===== config.mk =====
export PLATFORM = sky130hd
export DESIGN_NAME = permutation_round_ctrl
export DESIGN_NICKNAME = d
export VERILOG_FILES = /design/src/rtl/permutation_round_ctrl.sv
export SDC_FILE = /design/constraint.sdc
export NUM_CORES = 1
export LEC_CHECK = 0
export CAP_MARGIN = 20
export CORE_AREA = 10 10 369 371
export CTS_BUF_LIST = sky130_fd_sc_hd__clkbuf_8
export DETAILED_ROUTE_END_ITERATION = 6
export DIE_AREA = 0 0 379 381
export GPL_ROUTABILITY_DRIVEN = 1
export SETUP_SLACK_MARGIN = 0.15
export SLEW_MARGIN = 25
export SYNTH_ARGS = -nofsm -noshare
export SYNTH_HDL_FRONTEND = slang
export SYNTH_SLANG_ARGS = --single-unit

===== constraint.sdc =====
create_clock -name clock_i -period 17.5 [get_ports clock_i]
set_input_delay 4.375 -clock clock_i [delete_from_list [all_inputs] [get_ports clock_i]]
set_output_delay 4.375 -clock clock_i [all_outputs]
set_load 0.02 [all_outputs]

===== src/rtl/permutation_round_ctrl.sv =====
// Ascon permutation sequencer: holds the 320-bit state, counts rounds for p^a / p^b
// and feeds the state and round index back into the round datapath.
module permutation_round_ctrl #(
    parameter int NB_ROUNDS_A = 12,
    parameter int NB_ROUNDS_B = 6
) (
    input  logic             clock_i,
    input  logic             reset_i,
    input  logic             start_i,
    input  logic             mode_i,
    input  logic [4:0][63:0] state_init_i,
    input  logic [4:0][63:0] state_xor_end_i,
    output logic [4:0][63:0] state_loop_o,
    output logic [3:0]       round_o,
    output logic             last_round_o,
    output logic             busy_o,
    output logic             done_o
);

    typedef enum logic [1:0] {
        ST_IDLE = 2'd0,
        ST_RUN  = 2'd1,
        ST_DONE = 2'd2
    } fsm_t;

    // Round indices count up to 11 so that constant addition sees the same
    // values for the tail of p^a and for the whole of p^b.
    localparam logic [3:0] ROUND_LAST    = 4'd11;
    localparam logic [3:0] ROUND_START_A = 4'(12 - NB_ROUNDS_A);
    localparam logic [3:0] ROUND_START_B = 4'(12 - NB_ROUNDS_B);

    fsm_t             fsm_r;
    logic [4:0][63:0] state_r;
    logic [3:0]       round_r;
    logic             busy_r;
    logic             last_round_r;
    logic             done_r;
    logic [3:0]       start_round_s;

    // First round index of the permutation requested by mode_i.
    always_comb begin
        start_round_s = ROUND_START_A;
        if (mode_i) begin
            start_round_s = ROUND_START_B;
        end else begin
            start_round_s = ROUND_START_A;
        end
    end

    // Sequencer FSM with all status outputs registered alongside the state.
    always_ff @(posedge clock_i or posedge reset_i) begin
        if (reset_i) begin
            fsm_r        <= ST_IDLE;
            state_r      <= '0;
            round_r      <= 4'd0;
            busy_r       <= 1'b0;
            last_round_r <= 1'b0;
            done_r       <= 1'b0;
        end else begin
            case (fsm_r)
                ST_IDLE, ST_DONE: begin
                    done_r <= 1'b0;
                    if (start_i) begin
                        fsm_r        <= ST_RUN;
                        state_r      <= state_init_i;
                        round_r      <= start_round_s;
                        busy_r       <= 1'b1;
                        last_round_r <= (start_round_s == ROUND_LAST);
                    end else begin
                        fsm_r        <= ST_IDLE;
                        busy_r       <= 1'b0;
                        last_round_r <= 1'b0;
                    end
                end
                ST_RUN: begin
                    state_r <= state_xor_end_i;
                    if (round_r == ROUND_LAST) begin
                        // round index stays at 11 so it never wraps
                        fsm_r        <= ST_DONE;
                        busy_r       <= 1'b0;
                        last_round_r <= 1'b0;
                        done_r       <= 1'b1;
                    end else begin
                        round_r      <= round_r + 4'd1;
                        last_round_r <= ((round_r + 4'd1) == ROUND_LAST);
                        done_r       <= 1'b0;
                    end
                end
                default: begin
                    fsm_r        <= ST_IDLE;
                    busy_r       <= 1'b0;
                    last_round_r <= 1'b0;
                    done_r       <= 1'b0;
                end
            endcase
        end
    end

    assign state_loop_o = state_r;
    assign round_o      = round_r;
    assign busy_o       = busy_r;
    assign last_round_o = last_round_r;
    assign done_o       = done_r;

endmodule


==> impl_metrics.tcl <==
set metrics [dict create \
    status "complete, no violations" \
    clock_path_buffers 3 \
    hold_violations 0 \
    instances_no_fill 4432 \
    preCtsSetupSlack_ns 9.30 \
    synth_nets 2429 \
    leakage_uw 0.0112 \
    post-cts-setup-buffers 0 \
    grt_busiest_layer "met2" \
    relSlewSlack_pct 32.6 \
    start_util_pct 11.5 \
    reg2reg_depth 5 \
    die-area_um2 144000 \
    chipHeight_um 381 \
    worst_pin_slew_ns 1.01 \
    crit_top_cell "buf_4" \
    hpwl_um 87100 \
    vias 17200 \
    fill_cells 14300 \
    intPower_uw 2760 \
    rows 132 \
    syn_area_um2 14900 \
    nets 3342 \
    use_met3_pct 5.41 \
    cts_buffers 67 \
    ys_ff_latch 329 \
    tns_ns 0 \
    path_buf_inv 4 \
    clkPwrFrac_pct 17.2 \
    htreeDepth 3 \
    firstDrtPassIters 5 \
    r2r_end "state_loop_o[185]$_DFFE_PP0P_" \
    hold_depth 2 \
    critPathTopFamily "buffers and inverters" \
    first_global_vias 17100 \
    grt_util_met2_pct 22.2 \
    grt_util_met1_pct 17.7 \
    drv_slew 0 \
    power_switching_uw 2270 \
    cp_cell_sequence "clkdlybuf4s50_1 > nand2b_4 > buf_4 > buf_4 > buf_4 > a31oi_1" \
    drive_above_1_share_pct 4.55 \
    grt_use_total_pct 14.0 \
    wirelength_um 106000 \
    rsz0062_at_grt "false" \
    cts.sinks 329 \
    yosys.cell_types.count 25 \
    cp-end-kind "flip-flop" \
    power_uw 5020 \
    seqPwrFrac_pct 28.3 \
    synth_area_per_cell_um2 8.34 \
    fin_skew_ns 0.0276 \
    crit_slowest_cell "buf_4" \
    switching_share_pct 45.1 \
    cp.required_ns 18.03 \
    slowest_delay_ns 0.75 \
    combinationalPowerShare_pct 54.5 \
    antenna_found_initial 61 \
    mostFrequentLayoutCell "clkdlybuf4s50_1" \
    cts_resized 0 \
    mostFrequentLayoutCells "clkdlybuf4s50_1 (970), nand2_1 (642), dfrtp_1 (329)" \
    hold_path_end "busy_o$_DFFE_PP0P_" \
    cap_violations 0 \
    max_freq_mhz 133 \
    synth_top_area_share_pct 55.4 \
    layout_setup_ws_ns 9.96 \
    area_growth_pct 84.7 \
    rrSetupSlack_ns 13.54 \
    vias_per_cell 3.88 \
    io_pins 971 \
    wl_per_cell_um 24.0 \
    ys_seq_area_share_pct 55.4 \
    syn_inst 1783 \
    holdBufCountCts 0 \
    arrival_ns 8.08 \
    die-width_um 379 \
    numPortBuffers 970 \
    grt_max_degree 193 \
    cts_root_buf "clkbuf_8" \
    path_clk_slew_ns 0.06 \
    hp-class "flip-flop to flip-flop" \
    synth-warning-count 0 \
    r2r-start "fsm_r[0]$_DFFE_PP0P_" \
    drt_iter0_markers 1194 \
    grt.overflow.total 0 \
    hold_path.startpoint "busy_o$_DFFE_PP0P_" \
    cts_tree "yes" \
    critPathMaxFanout 86 \
    period_share_pct 43.1 \
    path_class "input port to flip-flop" \
    pwr_density_cell_nw_per_um2 183 \
    setup_viol 0 \
    core_area_um2 129000 \
    yosys.area.top_type "dfrtp_1" \
    gp_congestion 0.884 \
    grt_pass1_wl_um 142000 \
    start_kind "input port" \
    synthTopCellsByArea "dfrtp_1 (55%), nand2_1 (16%), a31oi_1 (13%)" \
    clk_latency_ns 0.72 \
    ir_drop_mv 0.0947 \
    dp_cells 4302 \
    drcViolationCount 0 \
    drtAntennaViolNets 0 \
    fin_crit_ns 7.54 \
]
-- cells by family (layout without fill, tap and decap cells) --
logic type	count (synthesis)	after routing	share of synthesized area, %
DFF	329	329	55.4
adders and majority gates	2	2	0.168
and+or+nand+nor	976	976	24.8
AOI/OAI and AO/OA	325	325	13.7
muxes	2	2	0.143
xor gates and xnor gates	2	2	0.118
other	0	10	0
buffers and inverters	147	1111	5.68
-- per-layer routing --
metal  routed length (µm)  share of wire, %
met5                  110              0.10
met4                 2460               2.3
met3                11100                10
met2                48400                45
met1                44300                42
-- per-stage QoR --
step | hold WS (ns) | utilization (%) | area [µm²]
floorplan | 0.610 | - | 14900
finish | 0.515 | 21.3 | 27500
detailed placement | 0.489 | 20.2 | 26000
CTS | 0.514 | 21.3 | 27400
global route | 0.557 | 21.3 | 27400
global placement | 0.484 | 20.2 | 26000
-- layout make-up --
class	count	area (µm²)	share of cell area, %
diodes	10	25.0	0.0911
multi-input cells	1307	5810	21.2
inverters	3	18.8	0.0683
repair buffers	988	9870	35.9
well taps	1675	2100	7.63
clock buffers	88	1210	4.41
flip-flops and latches	329	8230	30.0
clock inverters	32	196	0.715
-- how the worst max path moves through the flow --
stage            start                       endpoint  slack [ns]  depth (start not counted)
3_5_place_dp   start_i  state_loop_o[185]$_DFFE_PP0P_        9.30                          6
5_1_grt        start_i   state_loop_o[12]$_DFFE_PP0P_        9.76                          7
3_3_place_gp   start_i   state_loop_o[38]$_DFFE_PP0P_        9.38                          7
4_1_cts        start_i   state_loop_o[31]$_DFFE_PP0P_       10.13                          6
6_report       start_i  state_loop_o[185]$_DFFE_PP0P_        9.96                          6
2_1_floorplan  reset_i             busy_o$_DFFE_PP0P_        4.01                          1
-- tightest hold or removal path, cell delays in order, from the launching register on --
cell and delay, ns:
dfrtp_1 0.35, nand3_1 0.07, nand2_1 0.06
-- state kept, by name, summed over array words and instances (netlist names) --
register      count
done_o            1
last_round_o      1
round_o           4
state_loop_o    320
fsm_r             2
busy_o            1
-- power by group through the flow --
stage               registers, µW  logic (µW)  clock network, µW
floorplan                    1850         950                  0
global placement             1420        2760                  0
detailed placement           1420        2770                  0
CTS                          1420        2780                906
global route                 1470        2940                930
finish                       1420        2740                864
-- Yosys cell counts (all sizes together) --
cell type / count
nand2: 642
dfrtp: 329
nor2: 322
a31oi: 320
buf: 144
nand3: 4
inv: 3
ha: 2
nand2b: 2
nand3b: 2
nor2b: 2
nor3: 2
a211o: 1
a21o: 1
mux2: 1
mux2i: 1
o211ai: 1
o21ai: 1
o22ai: 1
xnor2: 1
xor2: 1
(Power assumes the default switching activity.)
